--- config.mk ---
export PLATFORM = sky130hd
export DESIGN_NAME = repsub_divider
export DESIGN_NICKNAME = d
export VERILOG_FILES = /design/src/rtl/repsub_divider.sv
export SDC_FILE = /design/constraint.sdc
export NUM_CORES = 1
export LEC_CHECK = 0
export ABC_AREA = 1
export ABC_CLOCK_PERIOD_IN_PS = 2600
export BUFFER_PORTS_ARGS = -buffer_cell sky130_fd_sc_hd__buf_2
export CORE_UTILIZATION = 45
export DETAILED_ROUTE_END_ITERATION = 8
export GPL_TIMING_DRIVEN = 0
export PLACE_DENSITY = 0.68
export SYNTH_ARGS = -nofsm -noshare
export SYNTH_HDL_FRONTEND = slang
export SYNTH_SLANG_ARGS = --single-unit
--- constraint.sdc ---
create_clock -name clk -period 2.6 [get_ports clk]
set_input_delay 0.26 -clock clk [delete_from_list [all_inputs] [get_ports clk]]
set_output_delay 0.26 -clock clk [all_outputs]
set_load 0.005 [all_outputs]
--- src/rtl/repsub_divider.sv ---
// repsub_divider: unsigned divider by repeated subtraction, one subtract per clock.
module repsub_divider #(
  parameter int W = 16
) (
  input  logic         clk,
  input  logic         clr,
  input  logic         start,
  input  logic [W-1:0] dividend,
  input  logic [W-1:0] divisor,
  output logic [W-1:0] quotient,
  output logic [W-1:0] remainder,
  output logic         busy,
  output logic         done,
  output logic         dz
);
  typedef enum logic [1:0] {IDLE, SUB, DONE} state_t;
  state_t       r_state;
  logic [W-1:0] r_div;
  logic         w_ge;
  logic         w_zero;
  assign w_ge   = remainder >= r_div;
  assign w_zero = divisor == '0;
  assign busy   = r_state == SUB;
  assign done   = r_state == DONE;
  always_ff @(posedge clk) begin
    if (clr) begin
      r_state   <= IDLE;
      r_div     <= '0;
      quotient  <= '0;
      remainder <= '0;
      dz        <= 1'b0;
    end else begin
      case (r_state)
        IDLE: if (start) begin
          remainder <= dividend;
          r_div     <= divisor;
          quotient  <= w_zero ? '1 : '0;
          dz        <= w_zero;
          r_state   <= w_zero ? DONE : SUB;
        end
        SUB: if (w_ge) begin
          remainder <= remainder - r_div;
          quotient  <= quotient + 1'b1;
        end else begin
          r_state <= DONE;
        end
        DONE:    r_state <= IDLE;
        default: r_state <= IDLE;
      endcase
    end
  end
endmodule

# After elaboration in Yosys (flattened, before gate mapping)
# Cells that the tools add are included.
[classes]
addsub = 2
mul = 0
n_div = 0
magnitude_cmp = 1
n_eq_ne = 5
shifts = 0
n_mux = 11
n_bitwise = 0
reduce_logical = 6
[op_table]
columns = ["op", "count"]
rows = [
  ["16-bit two-way mux", 5],
  ["16-bit one-hot mux with 2 select lines", 2],
  ["16-bit by 1-bit adder with 16-bit output (second input constant)", 1],
  ["16-bit >= comparator", 1],
  ["16-bit logical NOT", 1],
  ["16-bit subtractor", 1],
  ["2-bit two-way mux", 3],
  ["2-bit != test (second input constant)", 2],
  ["2-bit one-hot mux with 2 select lines", 1],
  ["2-bit AND reduction", 2],
  ["3-bit AND reduction", 1],
  ["2-bit by 1-bit == test with 1-bit output (second input constant)", 1],
  ["2-bit == test (second input constant)", 1],
  ["2-bit logical NOT", 1],
  ["2-bit by 1-bit != test with 1-bit output (second input constant)", 1],
  ["2-bit nonzero test", 1],
]
[word_totals]
ff_bits = 51
latch_bits = 0
ramBits = 0
romBits = 0
in_bits = 35
out_inout_bits = 35
elab_cells = 30
n_memories = 0

# Longest topological paths before layout
[depth]
depth_word = 4
ltp_mapped = 15
ltp_nobuf = 15

# Worst setup path before layout
# Ideal clock, no wire load.
[synth_timing]
path_type = "reg-to-reg"
startpoint = "reg remainder[0]"
endpoint = "reg quotient[2]"
setup_ns = 0.064
arrival_ns = 1.829
required_ns = 2.536
slack_ns = 0.707
path_stages_with_launch = 15
n_path_buf = 1
period_less_slack_ns = 1.893
cell_sequence = "dfxtp_1 -> inv_1 -> ha_1 -> inv_1 -> fa_1 -> nand2_1 -> nand2_1 -> nand3_2 -> nand3_2 -> nand2_2 -> nand2_4 -> a21oi_4 -> buf_6 -> nor2_1 -> nor2_1"
[synth_between]
elab_chain_len = 3
[synth_rtl]
columns = ["element", "line_no", "source"]
rows = [
  ["start: declaration", "11", "output logic [W-1:0] remainder,"],
  ["start signal: assignment", "35", "remainder <= dividend;"],
  ["start signal: assignment", "42", "remainder <= remainder - r_div;"],
  ["16-bit >= comparator", "21", "assign w_ge = remainder >= r_div;"],
  ["2-bit by 1-bit != test with 1-bit output (no source line)", "-", ""],
  ["3-bit AND reduction (no source line)", "-", ""],
  ["end signal: assignment", "37", "quotient <= w_zero ? '1 : '0;"],
  ["end signal: assignment", "43", "quotient <= quotient + 1'b1;"],
  ["end: declaration", "10", "output logic [W-1:0] quotient,"],
]
# Every way passes these cells.
# A chain may end at the register's enable or synchronous reset.

# Worst setup path in the final report
[layout_timing]
startpoint = "reg remainder[0]"
endpoint = "reg remainder[14]"
[layout_between]
elab_chain_len = 3
word_cells_on_any_way = 6
classes_between = "add/sub (1); order compare (1); eq/ne (1); mux (2); reduce/logical (1)"
[layout_rtl]
columns = ["element", "line_no"]
rows = [
  ["16-bit subtractor / 16-bit >= comparator (equally long branches)", "42, 21"],
  ["16-bit two-way mux / 2-bit by 1-bit != test with 1-bit output (equally long branches)", "-"],
  ["16-bit one-hot mux with 2 select lines / 3-bit AND reduction (equally long branches)", "-"],
]
# Parallel ways exist; a longest one is shown, timed or not. The select of a mux whose other input is x is not followed.

==> reports/results.tsv <==
stage	metric	value	unit
sta	tns	0	ps
route	post_drt_wl_per_cell	13.6	um
setup_path	crit_path_end_kind	flop	
power_and_ir_drop	vdd_drop_max	327	uV
synth	syn_inst	603	
setup_path	r2r_cells	14	
setup_path	cp_max_fo	10	
finish	diodes	0	
place	place.gp.congestion	0.913	
synth	synth_area	3690	um2
finish	drive_gt1_share	16.5	%
route	drcViolationCount	0	
sta	worst_pin_slew	625	ps
sta	setup-violations-final	0	
floorplanning	die_w	92.6	um
synth	yosys_register_bits	51	
synth	synth_top_area_cell	dfxtp_1	
route	dr.pass1.iters	5	
place	dpl.hpwl	8310	um
floorplanning	start_util	47.0	%
synth	syn_nets	656	
sta	rsz0062_at_grt	no	
route	antenna_left	0	
hold_path	hold_depth	2	
setup_path	path_class	reg -> reg	
clocking	cts_hold_buf	0	
hold_path	hp-class	in -> reg	
sta	hold_slack	139	ps
global_route	grt_pass1_vias	3695	
synth	synth_top_area_share	27.7	%
sta	period_needed	2230	ps
setup_path	r2r_slack	370	ps
finish	nets	732	
synth	ys_seq_area_share	27.7	%
global_route	grt_first_pass_wirelength	17600	um
hold_path	hp-start	clr	
route	wirelength	10600	um
setup_path	r2r_start	remainder[0]	
sta	finClkSkew	12.9	ps
hold_path	hold_end	r_state[0]	
global_route	grt_overflow	0	
synth	synth_area_leaders	dfxtp_1 (28%), nand2_1 (16%), nor2_1 (10%), inv_1 (7.5%), ha_1 (5.8%)	
synth	ys.warnings.count	0	
clocking	htree_levels	2	
route	via_per_inst	5.11	
global_route	antenna_found_initial	0	
sta	hold_viol_final	0	
setup_path	required	2840	ps
sta	slew_violations	0	
clocking	root_buffer	clkbuf_8	
job	maxCapViolations	0	
clocking	clockBufferDepth	2	
floorplanning	die_area	8570	um2
global_route	globalRouteTotalUtil	25.9	%
synth	synth_most_common_cell	nand2_1	
place	port_buffers	69	
clocking	clkSlewWorstSetupHoldPaths	100	ps
setup_path	worstSetupStartpointType	flop	
clocking	cts_post_setup_buffers_inserted	0	
global_route	grt_max_degree	15	
floorplanning	die_y	92.6	um
sta	slew-limit-headroom	58.3	%
route	vias	3989	
synth	syn_avg_cell_area	6.12	um2
power_and_ir_drop	p_leak	2.25	nW
setup_path	cp.arrival	2480	ps
finish	areaGrowthSynthToFinish	15.6	%
clocking	cts_tree	done	
sta	fmax	448	MHz
outcome	status	finished, final reports clean	
power_and_ir_drop	powerDensity	755	nW/um2
clocking	cts_buffers	5	
synth	synth_common_cells	nand2_1 (162), nor2_1 (103), inv_1 (74)	
clocking	clock_latency	310	ps
clocking	cts-resized-gates	0	
floorplanning	io-pin-count	70	
floorplanning	placementRows	32	
sta	period_share	85.9	%
synth	synth-async-reset-ratio	0	%
clocking	cts_sinks	51	
synth	synth_flop_cell	dfxtp_1	
synth	ys_types	36	
synth	synth-edff-count	0	
floorplanning	core_area	7850	um2
setup_path	r2r-end	remainder[14]	
route	drtIter0Drc	247	
==> cell usage in the layout, fill, tap and decap left out, types with 6 or more instances in the layout <==
master    Yosys  final
a21oi_1      29     29
buf_2         5     74
clkbuf_1      6      7
dfxtp_1      51     51
ha_1         17     17
inv_1        74     74
nand2_1     162    162
nand2_2       6      6
nand3_1      41     41
nand3b_1     19     19
nor2_1      103    103
o21ai_0      34     34
==> per-stage QoR <==
stage	setup WS (ps)	utilization, %	instance area [um2]	power [mW]	std cells
after detailed placement	406	53.1	4160	2.67	774
after global routing	187	54.4	4270	3.51	781
after global placement	422	53.1	4160	2.63	774
after CTS	354	54.4	4270	3.23	781
final	368	54.4	4270	3.22	781
after floorplan	707	-	3690	2.22	603
==> layer usage <==
layer	part of all wire (%)	wire length, um	track usage (%)
met4	0.77	82	6.12
met2	46	4890	44.0
met1	47	4950	34.4
met5	0	0	0
met3	6.4	677	3.53
==> where the power goes <==
group | switching, mW | internal [mW] | leakage [nW]
Combinational | 1.03 | 0.627 | 1.78
Sequential | 0.104 | 0.907 | 0.422
Clock | 0.270 | 0.283 | 0.0513
==> registers in the layout (all words and copies together) (netlist names) <==
register / flops
r_state: 2
dz: 1
quotient: 16
remainder: 16
r_div: 16
==> critical path: stages (launching register included) <==
cell     delay, ps
dfxtp_1        340
inv_1           80
ha_1           140
inv_1           70
fa_1           400
nand2_1         80
nand2_1        100
nand3_2        130
nand3_2        100
nand2_2         90
nand2_4         60
a21oi_4        220
buf_6          200
nor2_1          60
nor2_1          90
==> final cells by class <==
class	instances	area (um2)
Buffer	21	123
Clock buffer	6	72.6
Clock inverter	1	30.0
Fill cell	846	3580
Inverter	78	293
Multi-Input combinational cell	453	2250
Sequential cell	51	1020
Tap cell	102	128
Timing Repair Buffer	69	345
==> logic make-up after synthesis <==
kind of cell	Yosys count	share of synthesized area, %
simple gates	357	43.0
buf+inv	99	11.3
compound gates	73	10.6
fa+ha+maj	18	6.30
flops	51	27.7
xor+xnor	5	1.19
==> how the worst max path moves through the flow <==
stage / from / endpoint / slack (ps) / depth (start not counted)
after floorplan: remainder[0] / quotient[2] / 710 / 14
after CTS: remainder[0] / remainder[14] / 350 / 14
after global routing: remainder[0] / remainder[14] / 190 / 14
after global placement: remainder[0] / quotient[8] / 420 / 14
after detailed placement: remainder[0] / remainder[2] / 410 / 14
final: remainder[0] / remainder[14] / 370 / 14
No activity file was read; power rests on OpenSTA's default activity.
